[src/rtl/fg_prog_pkg.sv]
// Shared types for the floating-gate program-verify sequencer.
// Command modes, completion status, FSM states and small sizing helpers.
package fg_prog_pkg;

  typedef enum logic [1:0] {
    MODE_READ   = 2'd0,
    MODE_INJECT = 2'd1,
    MODE_TUNNEL = 2'd2,
    MODE_RUN    = 2'd3
  } mode_e;

  typedef enum logic [1:0] {
    STAT_OK       = 2'd0,
    STAT_BUDGET   = 2'd1,
    STAT_BAD_ADDR = 2'd2
  } status_e;

  typedef enum logic [2:0] {
    S_IDLE,
    S_SETUP,
    S_PULSE,
    S_RECOVER,
    S_MEAS,
    S_CHECK,
    S_DONE
  } state_e;

  function automatic int addr_w(input int n);
    return (n > 1) ? $clog2(n) : 1;
  endfunction

  function automatic int max2(input int a, input int b);
    return (a > b) ? a : b;
  endfunction

endpackage

[src/rtl/fg_indirect_prog_seq_if.sv]
// Host command, mux-decoder drive and ADC readout bundle for the sequencer.
// slave = sequencer side, master = host/array/readout side.
interface fg_indirect_prog_seq_if
  import fg_prog_pkg::*;
#(
  parameter int ROWS   = 50,
  parameter int COLS   = 1,
  parameter int MEAS_W = 12,
  parameter int PW_W   = 16,
  parameter int NP_W   = 8
);
  localparam int RA_W = addr_w(ROWS);
  localparam int CA_W = addr_w(COLS);

  logic              cmd_valid;
  logic              cmd_ready;
  logic [1:0]        cmd_mode;
  logic [RA_W-1:0]   cmd_row;
  logic [CA_W-1:0]   cmd_col;
  logic [MEAS_W-1:0] cmd_target;
  logic [PW_W-1:0]   cmd_pw;
  logic [NP_W-1:0]   cmd_maxp;
  logic [RA_W-1:0]   row_addr;
  logic [CA_W-1:0]   col_addr;
  logic              drain_sel_en;
  logic              prog_mode;
  logic              vinj_en;
  logic              vtun_en;
  logic              meas_req;
  logic              meas_valid;
  logic [MEAS_W-1:0] meas_code;
  logic              done;
  logic [1:0]        status;
  logic [MEAS_W-1:0] last_meas;
  logic [NP_W-1:0]   pulses_used;

  modport slave (
    input  cmd_valid, cmd_mode, cmd_row, cmd_col, cmd_target, cmd_pw, cmd_maxp,
    input  meas_valid, meas_code,
    output cmd_ready, row_addr, col_addr, drain_sel_en, prog_mode, vinj_en, vtun_en,
    output meas_req, done, status, last_meas, pulses_used
  );

  modport master (
    output cmd_valid, cmd_mode, cmd_row, cmd_col, cmd_target, cmd_pw, cmd_maxp,
    output meas_valid, meas_code,
    input  cmd_ready, row_addr, col_addr, drain_sel_en, prog_mode, vinj_en, vtun_en,
    input  meas_req, done, status, last_meas, pulses_used
  );

endinterface

[src/rtl/fg_pulse_timer.sv]
// Loadable down-counter: busy for exactly i_load cycles after i_start, o_expire on the last one.
// A new i_start overrides a running count so back-to-back intervals need no gap cycle.
module fg_pulse_timer #(
  parameter int W = 16
) (
  input  logic         clk,
  input  logic         rst_n,
  input  logic         i_start,
  input  logic [W-1:0] i_load,
  output logic         o_busy,
  output logic         o_expire
);

  logic [W-1:0] r_cnt;

  always_ff @(posedge clk or negedge rst_n) begin
    if (!rst_n) begin
      r_cnt <= '0;
    end else if (i_start) begin
      r_cnt <= i_load;
    end else if (r_cnt != '0) begin
      r_cnt <= r_cnt - W'(1);
    end
  end

  assign o_busy   = (r_cnt != '0);
  assign o_expire = (r_cnt == W'(1));

endmodule

[src/rtl/fg_indirect_prog_seq.sv]
// Program-verify sequencer: settle, pulse (inject/tunnel), recover, measure, compare against target.
// One command in flight; cmd_ready only in IDLE, meas wait unbounded, all outputs registered.
module fg_indirect_prog_seq
  import fg_prog_pkg::*;
#(
  parameter int ROWS   = 50,
  parameter int COLS   = 1,
  parameter int MEAS_W = 12,
  parameter int PW_W   = 16,
  parameter int NP_W   = 8,
  parameter int SETTLE = 8
) (
  input logic                   clk,
  input logic                   rst_n,
  fg_indirect_prog_seq_if.slave bus
);

  localparam int RA_W = addr_w(ROWS);
  localparam int CA_W = addr_w(COLS);
  localparam int TW   = max2(PW_W, $clog2(SETTLE + 1));
  localparam logic [TW-1:0] SETTLE_LD = TW'(max2(SETTLE, 1));

  state_e            r_state;
  mode_e             r_mode;
  logic [MEAS_W-1:0] r_target;
  logic [TW-1:0]     r_pw;
  logic [NP_W-1:0]   r_maxp;
  logic              r_cmd_ready;
  logic [RA_W-1:0]   r_row;
  logic [CA_W-1:0]   r_col;
  logic              r_drain;
  logic              r_prog;
  logic              r_vinj;
  logic              r_vtun;
  logic              r_meas_req;
  logic              r_done;
  status_e           r_status;
  logic [MEAS_W-1:0] r_last_meas;
  logic [NP_W-1:0]   r_pulses;

  mode_e         w_cmd_mode;
  logic          w_accept;
  logic          w_bad_addr;
  logic [TW-1:0] w_cmd_pw;
  logic          w_check_pass;
  logic          w_to_pulse;
  logic          w_tmr_start;
  logic [TW-1:0] w_tmr_load;
  logic          w_tmr_busy;
  logic          w_tmr_expire;

  assign w_cmd_mode = mode_e'(bus.cmd_mode);
  assign w_accept   = bus.cmd_valid & r_cmd_ready;
  // Tunnel and run act on whole-array lines, so only read/inject need a valid cell address.
  assign w_bad_addr = ((w_cmd_mode == MODE_READ) || (w_cmd_mode == MODE_INJECT)) &&
                      ((32'(bus.cmd_row) >= 32'(ROWS)) || (32'(bus.cmd_col) >= 32'(COLS)));
  assign w_cmd_pw   = (bus.cmd_pw == '0) ? TW'(1) : TW'(bus.cmd_pw);

  assign w_check_pass = (r_mode == MODE_READ) || (r_last_meas >= r_target);
  assign w_to_pulse   = (r_state == S_CHECK) && !w_check_pass && (r_pulses != r_maxp);

  always_comb begin
    w_tmr_start = 1'b0;
    w_tmr_load  = SETTLE_LD;
    case (r_state)
      S_IDLE:  w_tmr_start = w_accept && !w_bad_addr;
      S_SETUP: begin
        w_tmr_start = w_tmr_expire && (r_mode == MODE_TUNNEL);
        w_tmr_load  = r_pw;
      end
      S_CHECK: begin
        w_tmr_start = w_to_pulse;
        w_tmr_load  = r_pw;
      end
      S_PULSE: w_tmr_start = w_tmr_expire;
      default: w_tmr_start = 1'b0;
    endcase
  end

  fg_pulse_timer #(.W(TW)) u_timer (
    .clk      (clk),
    .rst_n    (rst_n),
    .i_start  (w_tmr_start),
    .i_load   (w_tmr_load),
    .o_busy   (w_tmr_busy),
    .o_expire (w_tmr_expire)
  );

  always_ff @(posedge clk or negedge rst_n) begin
    if (!rst_n) begin
      r_state     <= S_IDLE;
      r_mode      <= MODE_READ;
      r_target    <= '0;
      r_pw        <= '0;
      r_maxp      <= '0;
      r_cmd_ready <= 1'b0;
      r_row       <= '0;
      r_col       <= '0;
      r_drain     <= 1'b0;
      r_prog      <= 1'b0;
      r_vinj      <= 1'b0;
      r_vtun      <= 1'b0;
      r_meas_req  <= 1'b0;
      r_done      <= 1'b0;
      r_status    <= STAT_OK;
      r_last_meas <= '0;
      r_pulses    <= '0;
    end else begin
      r_done     <= 1'b0;
      r_meas_req <= 1'b0;
      case (r_state)
        S_IDLE: begin
          r_cmd_ready <= 1'b1;
          if (w_accept) begin
            r_cmd_ready <= 1'b0;
            r_mode      <= w_cmd_mode;
            r_target    <= bus.cmd_target;
            r_pw        <= w_cmd_pw;
            r_maxp      <= bus.cmd_maxp;
            r_pulses    <= '0;
            if (w_bad_addr) begin
              r_status <= STAT_BAD_ADDR;
              r_done   <= 1'b1;
              r_state  <= S_DONE;
            end else begin
              r_status <= STAT_OK;
              r_row    <= bus.cmd_row;
              r_col    <= bus.cmd_col;
              r_prog   <= 1'b1;
              r_drain  <= (w_cmd_mode != MODE_TUNNEL);
              r_state  <= S_SETUP;
            end
          end
        end
        S_SETUP: begin
          if (w_tmr_expire) begin
            case (r_mode)
              MODE_TUNNEL: begin
                r_vtun  <= 1'b1;
                r_state <= S_PULSE;
              end
              MODE_RUN: begin
                r_prog  <= 1'b0;
                r_drain <= 1'b0;
                r_done  <= 1'b1;
                r_state <= S_DONE;
              end
              default: begin
                r_meas_req <= 1'b1;
                r_state    <= S_MEAS;
              end
            endcase
          end
        end
        S_PULSE: begin
          if (w_tmr_expire) begin
            r_vinj  <= 1'b0;
            r_vtun  <= 1'b0;
            if (r_pulses != r_maxp) r_pulses <= r_pulses + NP_W'(1);
            r_state <= S_RECOVER;
          end
        end
        S_RECOVER: begin
          if (w_tmr_expire) begin
            if (r_mode == MODE_TUNNEL) begin
              r_prog  <= 1'b0;
              r_drain <= 1'b0;
              r_done  <= 1'b1;
              r_state <= S_DONE;
            end else begin
              r_meas_req <= 1'b1;
              r_state    <= S_MEAS;
            end
          end
        end
        S_MEAS: begin
          if (bus.meas_valid) begin
            r_last_meas <= bus.meas_code;
            r_state     <= S_CHECK;
          end
        end
        S_CHECK: begin
          if (w_to_pulse) begin
            r_vinj  <= 1'b1;
            r_state <= S_PULSE;
          end else begin
            r_status <= w_check_pass ? STAT_OK : STAT_BUDGET;
            r_prog   <= 1'b0;
            r_drain  <= 1'b0;
            r_done   <= 1'b1;
            r_state  <= S_DONE;
          end
        end
        S_DONE: begin
          r_cmd_ready <= 1'b1;
          r_state     <= S_IDLE;
        end
        default: r_state <= S_IDLE;
      endcase
    end
  end

  a_pulse_excl: assert property (@(posedge clk) disable iff (!rst_n) !(r_vinj && r_vtun));
  a_pulse_timed: assert property (@(posedge clk) disable iff (!rst_n)
    (r_vinj || r_vtun) |-> (w_tmr_busy && (r_state == S_PULSE)));

  assign bus.cmd_ready    = r_cmd_ready;
  assign bus.row_addr     = r_row;
  assign bus.col_addr     = r_col;
  assign bus.drain_sel_en = r_drain;
  assign bus.prog_mode    = r_prog;
  assign bus.vinj_en      = r_vinj;
  assign bus.vtun_en      = r_vtun;
  assign bus.meas_req     = r_meas_req;
  assign bus.done         = r_done;
  assign bus.status       = r_status;
  assign bus.last_meas    = r_last_meas;
  assign bus.pulses_used  = r_pulses;

endmodule

[src/flat_wrapper.sv]
// flat-port wrapper written by rule: the top's interface ports become plain ports
module fg_indirect_prog_seq_flat import fg_prog_pkg::*;
#(
  parameter int ROWS   = 50,
  parameter int COLS   = 1,
  parameter int MEAS_W = 12,
  parameter int PW_W   = 16,
  parameter int NP_W   = 8,
  parameter int SETTLE = 8
)
  (clk, rst_n, bus_cmd_valid, bus_cmd_mode, bus_cmd_row, bus_cmd_col, bus_cmd_target, bus_cmd_pw, bus_cmd_maxp, bus_meas_valid, bus_meas_code, bus_cmd_ready, bus_row_addr, bus_col_addr, bus_drain_sel_en, bus_prog_mode, bus_vinj_en, bus_vtun_en, bus_meas_req, bus_done, bus_status, bus_last_meas, bus_pulses_used);
  fg_indirect_prog_seq_if #(.ROWS(ROWS), .COLS(COLS), .MEAS_W(MEAS_W), .PW_W(PW_W), .NP_W(NP_W)) bus_i ();
  input logic clk;
  input logic rst_n;
  input wire logic [$bits(bus_i.cmd_valid)-1:0] bus_cmd_valid;
  input wire logic [$bits(bus_i.cmd_mode)-1:0] bus_cmd_mode;
  input wire logic [$bits(bus_i.cmd_row)-1:0] bus_cmd_row;
  input wire logic [$bits(bus_i.cmd_col)-1:0] bus_cmd_col;
  input wire logic [$bits(bus_i.cmd_target)-1:0] bus_cmd_target;
  input wire logic [$bits(bus_i.cmd_pw)-1:0] bus_cmd_pw;
  input wire logic [$bits(bus_i.cmd_maxp)-1:0] bus_cmd_maxp;
  input wire logic [$bits(bus_i.meas_valid)-1:0] bus_meas_valid;
  input wire logic [$bits(bus_i.meas_code)-1:0] bus_meas_code;
  output wire logic [$bits(bus_i.cmd_ready)-1:0] bus_cmd_ready;
  output wire logic [$bits(bus_i.row_addr)-1:0] bus_row_addr;
  output wire logic [$bits(bus_i.col_addr)-1:0] bus_col_addr;
  output wire logic [$bits(bus_i.drain_sel_en)-1:0] bus_drain_sel_en;
  output wire logic [$bits(bus_i.prog_mode)-1:0] bus_prog_mode;
  output wire logic [$bits(bus_i.vinj_en)-1:0] bus_vinj_en;
  output wire logic [$bits(bus_i.vtun_en)-1:0] bus_vtun_en;
  output wire logic [$bits(bus_i.meas_req)-1:0] bus_meas_req;
  output wire logic [$bits(bus_i.done)-1:0] bus_done;
  output wire logic [$bits(bus_i.status)-1:0] bus_status;
  output wire logic [$bits(bus_i.last_meas)-1:0] bus_last_meas;
  output wire logic [$bits(bus_i.pulses_used)-1:0] bus_pulses_used;
  assign bus_i.cmd_valid = bus_cmd_valid;
  assign bus_i.cmd_mode = bus_cmd_mode;
  assign bus_i.cmd_row = bus_cmd_row;
  assign bus_i.cmd_col = bus_cmd_col;
  assign bus_i.cmd_target = bus_cmd_target;
  assign bus_i.cmd_pw = bus_cmd_pw;
  assign bus_i.cmd_maxp = bus_cmd_maxp;
  assign bus_i.meas_valid = bus_meas_valid;
  assign bus_i.meas_code = bus_meas_code;
  assign bus_cmd_ready = bus_i.cmd_ready;
  assign bus_row_addr = bus_i.row_addr;
  assign bus_col_addr = bus_i.col_addr;
  assign bus_drain_sel_en = bus_i.drain_sel_en;
  assign bus_prog_mode = bus_i.prog_mode;
  assign bus_vinj_en = bus_i.vinj_en;
  assign bus_vtun_en = bus_i.vtun_en;
  assign bus_meas_req = bus_i.meas_req;
  assign bus_done = bus_i.done;
  assign bus_status = bus_i.status;
  assign bus_last_meas = bus_i.last_meas;
  assign bus_pulses_used = bus_i.pulses_used;
  fg_indirect_prog_seq #(.ROWS(ROWS), .COLS(COLS), .MEAS_W(MEAS_W), .PW_W(PW_W), .NP_W(NP_W), .SETTLE(SETTLE)) u_core (.clk(clk), .rst_n(rst_n), .bus(bus_i));
endmodule
[config.mk]
export PLATFORM = sky130hd
export DESIGN_NAME = fg_indirect_prog_seq_flat
export DESIGN_NICKNAME = d
export VERILOG_FILES = /design/src/rtl/fg_prog_pkg.sv /design/src/rtl/fg_indirect_prog_seq_if.sv /design/src/rtl/fg_pulse_timer.sv /design/src/rtl/fg_indirect_prog_seq.sv /design/src/flat_wrapper.sv
export SDC_FILE = /design/constraint.sdc
export NUM_CORES = 1
export LEC_CHECK = 0
export ABC_AREA = 0
export BUFFER_PORTS_ARGS = -buffer_cell sky130_fd_sc_hd__buf_2
export CORE_MARGIN = 10
export CORE_UTILIZATION = 50
export CTS_CLUSTER_SIZE = 16
export DETAILED_ROUTE_END_ITERATION = 10
export PLACE_DENSITY = 0.88
export SLEW_MARGIN = 30
export SYNTH_ARGS = -nofsm -noshare
export SYNTH_HDL_FRONTEND = slang
export SYNTH_HIERARCHICAL = 1
export SYNTH_SLANG_ARGS = --single-unit
[constraint.sdc]
create_clock -name clk -period 2.75 [get_ports clk]
set_input_delay 0.4125 -clock clk [delete_from_list [all_inputs] [get_ports clk]]
set_output_delay 0.4125 -clock clk [all_outputs]
set_load 0.02 [all_outputs]
==> flow_summary.toml <==
[outcome]
status = "finished, final reports clean"

[route]
drt_iter0_drc = 306
first_pass_iters = 5
postRouteAntennaNets = 0
drc = 0
vias = 4384
routed_wl_um = 13100
wire_per_inst_um = 16.8
vias_per_cell = 5.64

[power_and_ir_drop]
intPower_mw = 3.70
p_sw_share_pct = 43.2
pwr-share-seq_pct = 36.6
p_per_area_nw_per_um2 = 1110
power_frac_comb_pct = 47.6
power_switching_mw = 2.82
p_leak_nw = 2.82
pwr-share-clk_pct = 15.8
irDropWorstVdd_mv = 0.555

[global_routing]
grt-ovfl-total = 0
track_usage_pct = 18.3
grt_pass1_wl_um = 21700
first_global_vias = 4580
grt_max_degree = 51
antenna_found_initial = 0

[flow_run]
drv_cap = 0

[synth]
synth-edff-count = 0
syn_area_per_cell_um2 = 9.12
ys_ff_latch = 93
yosys_warnings = 6
ys.flop_type = "dfrtp_1"
ys_types = 64
syn-num-nets = 615
seq_area_frac_synth_pct = 47.4
synth-async-reset-ratio_pct = 100
syn_inst = 539
syn_area_um2 = 4910

[cts]
root_buffer = "clkbuf_8"
cts_buffers = 9
cts_tree = "done"
postCtsSetupBuffers = 0
clkLatencyLatePin_ns = 0.38
h-tree-depth = 3
clock_sinks = 93
clk_pin_slew_ns = 0.09
cts_max_path_buffers = 2

[sta]
fin_skew_ns = 0.0120
fmax_mhz = 390
max-slew-margin-rel_pct = 49.6
fin_hold_ws_ns = 0.0453
fin_crit_ns = 2.57
tightest_slew_ns = 0.756
grt_setup_unrepaired = "no"
slew_violations = 0
fin_crit_sh_pct = 93.3
finalSetupTns_ns = 0
setup_viol = 0
hold_viol = 0

[place]
port_buffers = 96
dpl.hpwl_um = 9700
place.gp.congestion = 0.923

[cells_and_area]
multi_input_area_um2 = 2410
layout-drive-gt1-share_pct = 24.8
fillCellCount = 833
final_nets = 715
synthToLayoutAreaGrowth_pct = 19.0
final_cell_mix = "nand2_1, buf_2, dfrtp_1"
layout_commonest_cell = "nand2_1"
n_antenna_cell = 0
ff_latch_area_um2 = 2330

[critical_path]
path_class = "flop to flop"
end_kind = "flop"
crit_path_max_fanout = 9
arrival_ns = 2.88
start_kind = "flop"
cp.required_ns = 3.06

[floorplan]
io_pins = 97
num_rows = 36
design.core.area_um2 = 9680
fp.dieH_um = 119
start_util_pct = 50.7
die-area_um2 = 14200
die_w_um = 119

[hold_path]
hold_path_class = "input pin to async pin"
-- timing repair --
action	4_1_cts	5_1_grt
hold buffers	0	0
setup endpoints to repair	0	4
resized for setup	0	2
-- final timing paths --
path                                               from                  endpoint  slack [ns]  depth (start not counted)
worst max-delay path            u_core/bus.last_meas[2]  u_core/u_timer/r_cnt[15]        0.18                          9
worst min-delay path                              rst_n   u_core/bus.drain_sel_en        0.05                          1
worst max register to register  u_core/bus.last_meas[2]  u_core/u_timer/r_cnt[15]        0.18                          9
worst min register to register          u_core/r_pw[11]           u_core/r_pw[11]        0.47                          2
max in group asynchronous                         rst_n  u_core/u_timer/r_cnt[15]        2.05                          2
min in group clk                        bus_cmd_maxp[6]          u_core/r_maxp[6]        0.23                          3
-- cells in the mapped netlist (all sizes together), types with 2 or more instances --
| cell type | count | area (um^2) |
|---|---|---|
| nand3b | 2 | 15.0 |
| o22ai | 2 | 12.5 |
| o21bai | 2 | 26.3 |
| o41ai | 3 | 26.3 |
| a21oi | 16 | 83.8 |
| o31ai | 9 | 81.3 |
| inv | 20 | 75.1 |
| buf | 13 | 72.6 |
| a41oi | 2 | 17.5 |
| nand3 | 9 | 45.0 |
| or4 | 8 | 63.8 |
| ha | 15 | 188 |
| nor2 | 20 | 75.1 |
| o21a | 2 | 15.0 |
| o31a | 2 | 17.5 |
| nand2 | 150 | 563 |
| xor2 | 2 | 17.5 |
| nand2b | 5 | 31.3 |
| o22a | 2 | 17.5 |
| a31oi | 2 | 12.5 |
| a22oi | 2 | 15.0 |
| o2111ai | 2 | 17.5 |
| xnor2 | 16 | 140 |
| nor2b | 8 | 50.1 |
| clkbuf | 14 | 53.8 |
| nor4 | 12 | 96.3 |
| dfrtp | 93 | 2330 |
| o311ai | 3 | 26.3 |
| nor3 | 6 | 41.3 |
| a31o | 3 | 26.3 |
| and2 | 19 | 119 |
| or2 | 2 | 12.5 |
| mux2 | 14 | 158 |
| o21ai | 33 | 165 |
| a211oi | 5 | 37.5 |
| o211ai | 3 | 22.5 |
| a21o | 2 | 15.0 |
| nand4 | 4 | 25.0 |
-- stage by stage --
stage               util [%]  std cells  setup slack [ns]  power (mW)  instance area, um^2
global placement        58.0        761             0.297        5.27                 5620
global route            60.4        777            0.0601        6.98                 5850
finish                  60.4        777             0.185        6.51                 5850
detailed placement      58.0        761             0.188        5.45                 5620
floorplan                  -        539           0.00317        4.48                 4910
CTS                     60.3        777             0.184        6.49                 5840
-- metal layers --
metal / global-route usage (%) / routed length [um]
met3: 3.45 / 849
met5: 0 / 0
met1: 21.4 / 5280
met4: 11.3 / 483
met2: 30.5 / 6460
-- final cells by class --
cell class	instances	share of cell area, %
inverters	20	1.28
clock buffers	11	2.42
clock inverters	5	1.43
well taps	133	2.84
repair buffers	116	11.1
flip-flops and latches	93	39.8
multi-input cells	399	41.1
-- state kept, by name, indices dropped and copies added, names as in the netlist, 2 cells and up --
signal,count
u_core/bus.status,2
u_core/r_mode,2
u_core/r_pw,16
u_core/r_state,3
u_core/bus.row_addr,6
u_core/bus.last_meas,12
u_core/bus.pulses_used,8
u_core/u_timer/r_cnt,16
u_core/r_maxp,8
u_core/r_target,12
-- worst max-delay path, cell delays in order (launching register included) --
cell	delay [ns]
dfrtp_1	0.40
ha_1	0.31
nand2_1	0.05
o21ai_0	0.17
a41oi_1	0.26
o21bai_4	0.35
o311ai_4	0.16
buf_4	0.20
or4_1	0.52
nand3_1	0.09
-- power by group through the flow --
stage	Combinational [mW]	Clock, mW	Sequential, mW
floorplan	1.98	0	2.50
finish	3.10	1.03	2.39
CTS	3.07	1.04	2.38
global route	3.44	1.09	2.45
global placement	2.92	0	2.35
detailed placement	3.05	0	2.40
-- kinds of logic after synthesis --
group | after synthesis | share of synthesized area [%]
adder cells (fa/ha/maj) | 15 | 3.82
XOR/XNOR | 18 | 3.21
flip-flops | 93 | 47.4
buffers and inverters | 47 | 4.10
AO/OA/AOI/OAI | 102 | 14.4
multiplexers | 15 | 3.41
AND/OR/NAND/NOR | 249 | 23.7
Note: power is estimated with default switching activity, not from simulation.
